--- src/rtl/lsu_pkg.sv ---
// Shared types for the LSU memory initiator: FSM states, RV32 funct3 codes,
// and the access-size decode used by both the store and load paths.
package lsu_pkg;

  typedef enum logic [1:0] {IDLE, REQ, WAIT, RESP} lsu_state_e;

  typedef enum logic [1:0] {SZ_B, SZ_H, SZ_W} lsu_size_e;

  localparam logic [2:0] F3_LB  = 3'b000;
  localparam logic [2:0] F3_LH  = 3'b001;
  localparam logic [2:0] F3_LW  = 3'b010;
  localparam logic [2:0] F3_LBU = 3'b100;
  localparam logic [2:0] F3_LHU = 3'b101;
  localparam logic [2:0] F3_SB  = 3'b000;
  localparam logic [2:0] F3_SH  = 3'b001;
  localparam logic [2:0] F3_SW  = 3'b010;

  // Anything that is not a byte or halfword code (011, 110, 111, 010) is a word access.
  function automatic lsu_size_e f3_size(input logic [2:0] f3);
    lsu_size_e sz;
    case (f3)
      F3_LB, F3_LBU: sz = SZ_B;
      F3_LH, F3_LHU: sz = SZ_H;
      default:       sz = SZ_W;
    endcase
    return sz;
  endfunction

  // Byte/half loads without the U bit are sign-extended.
  function automatic logic f3_signed(input logic [2:0] f3);
    return !f3[2];
  endfunction

endpackage

--- src/rtl/lsu_load_align.sv ---
// Load data alignment: selects the byte/halfword at the byte offset within the
// returned word and sign- or zero-extends it. Word accesses pass through raw.
module lsu_load_align
  import lsu_pkg::*;
#(
  parameter int DATA_WIDTH = 32
) (
  input  logic [DATA_WIDTH-1:0] rdata_i,
  input  logic [1:0]            off_i,
  input  logic [2:0]            funct3_i,
  output logic [DATA_WIDTH-1:0] data_o
);

  // Logical right shift: a halfword at offset 3 sees zeros in its upper byte.
  logic [DATA_WIDTH-1:0] shifted;
  logic                  sext;

  assign shifted = rdata_i >> {off_i, 3'b000};
  assign sext    = f3_signed(funct3_i);

  // Pick the sub-word and extend it according to funct3.
  always_comb begin
    data_o = rdata_i;
    case (f3_size(funct3_i))
      SZ_B:    data_o = {{(DATA_WIDTH-8){sext & shifted[7]}}, shifted[7:0]};
      SZ_H:    data_o = {{(DATA_WIDTH-16){sext & shifted[15]}}, shifted[15:0]};
      default: data_o = rdata_i;
    endcase
  end

endmodule

--- src/rtl/lsu_mem_initiator.sv ---
// LSU front end: takes one load/store from EXU, issues a single word-aligned
// request to data memory, waits for completion and returns the extended load
// data. One access outstanding at a time.
// Optional build macro MISALIGN_CHK_EN: misaligned H/W accesses skip memory
// and complete with resp_err=1; when undefined resp_err is always 0.
module lsu_mem_initiator
  import lsu_pkg::*;
#(
  parameter int DATA_WIDTH = 32
) (
  input  logic                  clk,
  input  logic                  rst,
  input  logic                  req_valid,
  output logic                  req_ready,
  input  logic                  req_is_store,
  input  logic [2:0]            req_funct3,
  input  logic [DATA_WIDTH-1:0] req_addr,
  input  logic [DATA_WIDTH-1:0] req_wdata,
  output logic                  resp_valid,
  input  logic                  resp_ready,
  output logic [DATA_WIDTH-1:0] resp_rdata,
  output logic                  resp_err,
  output logic                  mem_ren,
  output logic [DATA_WIDTH-1:0] mem_raddr,
  output logic                  mem_wen,
  output logic [DATA_WIDTH-1:0] mem_waddr,
  output logic [DATA_WIDTH-1:0] mem_wdata,
  output logic [7:0]            mem_wmask,
  input  logic                  mem_req_ready,
  input  logic                  mem_resp_valid,
  input  logic [DATA_WIDTH-1:0] mem_rdata
);

  lsu_state_e            state_q, state_d;
  logic                  is_store_q, is_store_d;
  logic [2:0]            funct3_q, funct3_d;
  logic [DATA_WIDTH-1:0] addr_q, addr_d;
  logic [DATA_WIDTH-1:0] wdata_q, wdata_d;
  logic [DATA_WIDTH-1:0] rdata_q, rdata_d;
  logic                  err_q, err_d;

  logic [1:0]            off;
  lsu_size_e             size;
  logic [3:0]            st_mask;
  logic [DATA_WIDTH-1:0] st_data;
  logic [DATA_WIDTH-1:0] aligned_addr;
  logic [DATA_WIDTH-1:0] ld_data;
  logic [DATA_WIDTH-1:0] cap_data;
  logic                  skip_mem;

  assign off          = addr_q[1:0];
  assign size         = f3_size(funct3_q);
  assign aligned_addr = {addr_q[DATA_WIDTH-1:2], 2'b00};
  // Stores complete with zero data; loads return the aligned/extended word.
  assign cap_data     = is_store_q ? '0 : ld_data;

`ifdef MISALIGN_CHK_EN
  assign skip_mem = ((size == SZ_H) && addr_q[0]) || ((size == SZ_W) && (off != 2'b00));
`else
  assign skip_mem = 1'b0;
`endif

  // Store lane placement; mask bits shifted past byte 3 fall off the 4-bit vector.
  always_comb begin
    st_mask = 4'hF;
    st_data = wdata_q;
    case (size)
      SZ_B: begin
        st_mask = 4'b0001 << off;
        st_data = {{(DATA_WIDTH-8){1'b0}}, wdata_q[7:0]} << {off, 3'b000};
      end
      SZ_H: begin
        st_mask = 4'b0011 << off;
        st_data = {{(DATA_WIDTH-16){1'b0}}, wdata_q[15:0]} << {off, 3'b000};
      end
      default: begin
        st_mask = 4'hF;
        st_data = wdata_q;
      end
    endcase
  end

  lsu_load_align #(.DATA_WIDTH(DATA_WIDTH)) u_load_align (
    .rdata_i  (mem_rdata),
    .off_i    (off),
    .funct3_i (funct3_q),
    .data_o   (ld_data)
  );

  // Next-state and output decode for the IDLE/REQ/WAIT/RESP handshake.
  always_comb begin
    state_d    = state_q;
    is_store_d = is_store_q;
    funct3_d   = funct3_q;
    addr_d     = addr_q;
    wdata_d    = wdata_q;
    rdata_d    = rdata_q;
    err_d      = err_q;
    req_ready  = 1'b0;
    resp_valid = 1'b0;
    resp_rdata = '0;
    resp_err   = 1'b0;
    mem_ren    = 1'b0;
    mem_raddr  = '0;
    mem_wen    = 1'b0;
    mem_waddr  = '0;
    mem_wdata  = '0;
    mem_wmask  = 8'h00;
    case (state_q)
      IDLE: begin
        req_ready = 1'b1;
        if (req_valid) begin
          state_d    = REQ;
          is_store_d = req_is_store;
          funct3_d   = req_funct3;
          addr_d     = req_addr;
          wdata_d    = req_wdata;
          rdata_d    = '0;
          err_d      = 1'b0;
        end
      end
      REQ: begin
        if (skip_mem) begin
          state_d = RESP;
          rdata_d = '0;
          err_d   = 1'b1;
        end else begin
          if (is_store_q) begin
            mem_wen   = 1'b1;
            mem_waddr = aligned_addr;
            mem_wdata = st_data;
            mem_wmask = {4'b0000, st_mask};
          end else begin
            mem_ren   = 1'b1;
            mem_raddr = aligned_addr;
          end
          if (mem_req_ready) begin
            if (mem_resp_valid) begin
              state_d = RESP;
              rdata_d = cap_data;
            end else begin
              state_d = WAIT;
            end
          end
        end
      end
      WAIT: begin
        if (mem_resp_valid) begin
          state_d = RESP;
          rdata_d = cap_data;
        end
      end
      RESP: begin
        resp_valid = 1'b1;
        resp_rdata = rdata_q;
        resp_err   = err_q;
        if (resp_ready) state_d = IDLE;
      end
      default: state_d = IDLE;
    endcase
  end

  // State and transaction registers; reset aborts any access in flight.
  always_ff @(posedge clk) begin
    if (rst) begin
      state_q    <= IDLE;
      is_store_q <= 1'b0;
      funct3_q   <= 3'b000;
      addr_q     <= '0;
      wdata_q    <= '0;
      rdata_q    <= '0;
      err_q      <= 1'b0;
    end else begin
      state_q    <= state_d;
      is_store_q <= is_store_d;
      funct3_q   <= funct3_d;
      addr_q     <= addr_d;
      wdata_q    <= wdata_d;
      rdata_q    <= rdata_d;
      err_q      <= err_d;
    end
  end

endmodule

--- config.mk ---
export PLATFORM = sky130hd
export DESIGN_NAME = lsu_mem_initiator
export DESIGN_NICKNAME = d
export VERILOG_FILES = /design/src/rtl/lsu_pkg.sv /design/src/rtl/lsu_load_align.sv /design/src/rtl/lsu_mem_initiator.sv
export SDC_FILE = /design/constraint.sdc
export NUM_CORES = 1
export LEC_CHECK = 0
export ABC_AREA = 1
export CORE_ASPECT_RATIO = 0.75
export CORE_MARGIN = 8
export CORE_UTILIZATION = 40
export CTS_BUF_LIST = sky130_fd_sc_hd__clkbuf_8
export DETAILED_ROUTE_END_ITERATION = 12
export PLACE_DENSITY_LB_ADDON = 0.3
export SETUP_SLACK_MARGIN = 0.3
export SLEW_MARGIN = 5
export SYNTH_ARGS = -nofsm -noshare
export SYNTH_HDL_FRONTEND = slang
export SYNTH_SLANG_ARGS = --single-unit
--- constraint.sdc ---
create_clock -name clk -period 2.2 [get_ports clk]
set_input_delay 0.33 -clock clk [delete_from_list [all_inputs] [get_ports clk]]
set_output_delay 0.33 -clock clk [all_outputs]
set_load 0.03 [all_outputs]
==> results.sh <==
export IMPL_core_um2=14300
export IMPL_synth_most_common_cell="nor2_1"
export IMPL_fp_dieH_um=120
export IMPL_finalClockSkew_ns=0.0175
export IMPL_path_clk_slew_ns=0.11
export IMPL_drtPass1Iterations=6
export IMPL_dieArea_um2=18600
export IMPL_cts_buffers=9
export IMPL_crit_type="register to primary output"
export IMPL_utilization_pct=75.6
export IMPL_num_rows=38
export IMPL_r2r_end="rdata_q[19]$_SDFFE_PP0P_"
export IMPL_worst_path_max_fanout=8
export IMPL_holdBufCountCts=0
export IMPL_period_share_pct=99.6
export IMPL_busiest_layer="met2"
export IMPL_p_sw_w=0.00544
export IMPL_nNetsFinal=1281
export IMPL_crit_start="state_q[1]$_SDFFE_PP0P_"
export IMPL_post_route_drc_count=0
export IMPL_ant_nets=0
export IMPL_grt_first_pass_wirelength_mm=34.1
export IMPL_ys_warn_count=0
export IMPL_htree_levels=3
export IMPL_rsz0062_at_grt="yes"
export IMPL_synth_distinct_cells=33
export IMPL_place_ws_ns=0.0970
export IMPL_routed_wl_mm=25.8
export IMPL_power_frac_clock_pct=11.8
export IMPL_grt_overflow=0
export IMPL_p_int_w=0.00562
export IMPL_cp_arrival_ns=1.86
export IMPL_sw_frac_of_total_pct=49.2
export IMPL_fin_tns_setup_ns=0
export IMPL_cap_violations=0
export IMPL_ys_ff_latch=102
export IMPL_status="completed"
export IMPL_placed_area_um2=8590
export IMPL_reg2regPathDepth=13
export IMPL_via_count=7248
export IMPL_first_global_vias=6238
export IMPL_num_antenna_cells=0
export IMPL_avgSynthCellArea_um2=6.40
export IMPL_ys_flop_type="dfxtp_1"
export IMPL_hold_depth=2
export IMPL_synth_top_area_cell="dfxtp_1"
export IMPL_root_buffer="clkbuf_8"
export IMPL_use_met3_pct=7.00
export IMPL_first_iter_violations=692
export IMPL_antenna_found_initial=0
export IMPL_crit_required_ns=1.87
export IMPL_seq_area_frac_synth_pct=35.3
export IMPL_timing_rr_start="state_q[1]$_SDFFE_PP0P_"
export IMPL_met2_usage_pct=36.8
export IMPL_cts_tree="done"
export IMPL_cts_buffer_depth=2
export IMPL_fill_cells=991
export IMPL_final_area_um2=10800
export IMPL_synth_top_area_share_pct=35.3
export IMPL_fin_ws_ns=0.00781
export IMPL_hp_class="register to register"
export IMPL_power_density_nw_per_um2=1020
export IMPL_vias_per_cell=5.27
export IMPL_wl_per_cell_um=18.8
export IMPL_ir_worst_vdd_v=0.000492
export IMPL_clock_sinks=102
export IMPL_reg2reg_slack_ns=0.24
export IMPL_yosys_top_cells_count="nor2_1 (191), nand2_1 (186), dfxtp_1 (102), inv_1 (102), a21oi_1 (51)"
export IMPL_ioPinCount=247
export IMPL_grtUsageTotal_pct=22.8
export IMPL_netlist_instances=904
export IMPL_p_comb_share_pct=64.5
export IMPL_start_util_pct=40.4
export IMPL_timing_final_crit_period_ns=2.19
export IMPL_clock_latency_ns=0.39
export IMPL_leakage_nw=4.58
export IMPL_port_buffers=237
export IMPL_slew_viol_final=0
export IMPL_setup_viol=0
export IMPL_async_flop_share_pct=0
export IMPL_seq_power_share_pct=23.7
export IMPL_synth_area_top_cells="dfxtp_1 (35%), nor2_1 (12%), nand2_1 (12%), inv_1 (6.6%), a211oi_1 (6.0%)"
export IMPL_tightest_slew_ns=0.652
export IMPL_grtUsageMet1_pct=29.1
export IMPL_area_delta_synth_final_pct=86.9
export IMPL_fmax_mhz=456
export IMPL_finalHoldViolCount=0
export IMPL_finalWeightedCongestion=0.887
export IMPL_synth_area_um2=5790
export IMPL_critPathLaunchType="register"
export IMPL_synth_edf_count=0
export IMPL_crit_end="mem_wdata[6]"
export IMPL_grt_max_degree=48
export IMPL_drive_gt1_share_pct=41.2
export IMPL_fp_dieW_um=155
export IMPL_relSlewSlack_pct=56.5
export IMPL_dp_hpwl_mm=15.8
export IMPL_endpoint_kind="primary output"
[stage by stage]
step                power, W  instances  hold WS, ns
finish                0.0111       1376        0.476
global route          0.0116       1376        0.473
CTS                  0.00893       1345        0.444
detailed placement   0.00716       1316        0.456
global placement     0.00709       1316        0.452
floorplan            0.00578        912        0.444
[layout make-up]
class / count / area, um2 / area share [%]
multi-input cells: 629 / 4110 / 38.0
repair buffers: 317 / 3710 / 34.3
flip-flops and latches: 102 / 2050 / 19.0
inverters: 110 / 464 / 4.29
well taps: 200 / 250 / 2.31
clock buffers: 9 / 124 / 1.15
clock inverters: 7 / 86.3 / 0.798
repair inverters: 2 / 17.5 / 0.162
[cells in the final DEF (no fill, tap or decap), drive strengths merged]
master         count
clkdlybuf4s50    104
a31oi              7
nor2             195
o211ai             7
bufinv             1
clkinv             3
nand3             44
nand2            199
ha                 4
clkinvlp           2
dfxtp            102
a211oi            46
clkbuf            21
buf              201
nand4              6
nor3              18
conb               9
a22oi              8
o21ai             25
a21oi             61
inv              113
[what timing repair did]
| action | in CTS | in global routing |
|---|---|---|
| gates cloned | 4 | 15 |
| setup buffers | 9 | 16 |
| pin swaps | 16 | 40 |
| gates resized for setup | 115 | 354 |
| setup endpoints to repair | 132 | 158 |
[power groups by stage]
stage | Sequential, W | Clock [W] | Combinational, W
after floorplan | 0.00252 | 0 | 0.00326
after global placement | 0.00256 | 0 | 0.00453
after detailed placement | 0.00258 | 0 | 0.00458
after CTS | 0.00256 | 0.00132 | 0.00505
after global routing | 0.00266 | 0.00140 | 0.00754
final | 0.00262 | 0.00131 | 0.00713
[flip-flops by register name, indices dropped and copies added (netlist names)]
name	count
state_q	2
rdata_q	32
funct3_q	3
addr_q	32
wdata_q	32
is_store_q	1
[worst min path at each step]
stage / end / slack (ns) / from
3_5_place_dp: rdata_q[11]$_SDFFE_PP0P_ / 0.46 / rdata_q[11]$_SDFFE_PP0P_
6_report: wdata_q[30]$_SDFFE_PP0P_ / 0.48 / wdata_q[30]$_SDFFE_PP0P_
4_1_cts: wdata_q[19]$_SDFFE_PP0P_ / 0.44 / rst
2_1_floorplan: rdata_q[0]$_SDFFE_PP0P_ / 0.44 / rdata_q[0]$_SDFFE_PP0P_
5_1_grt: rdata_q[4]$_SDFFE_PP0P_ / 0.47 / rst
3_3_place_gp: wdata_q[17]$_SDFFE_PP0P_ / 0.45 / wdata_q[17]$_SDFFE_PP0P_
[cell families (layout without fill, tap and decap cells)]
kind of cell | count (synthesis) | after routing | share of synthesized area, %
adders and majority gates | 4 | 4 | 0.865
DFF | 102 | 102 | 35.3
other | 1 | 9 | 0.0648
AOI/OAI and AO/OA | 154 | 154 | 16.8
buffers and inverters | 181 | 445 | 13.6
and+or+nand+nor | 462 | 462 | 33.4
[worst max-delay path: stages, from the launching register on]
cell	delay, ns
dfxtp_2	0.34
inv_2	0.08
ha_4	0.18
nand2_8	0.06
buf_6	0.14
buf_6	0.12
nor2_4	0.12
clkinv_4	0.14
nor2_2	0.15
buf_6	0.15
[layer usage]
metal  part of all wire [%]  up-vias
met1                     41     3414
met5                      0        -
met3                    8.9       62
met2                     47      377
li1                       -     3395
met4                    2.8        0
Power figures use the tool's default switching activity.
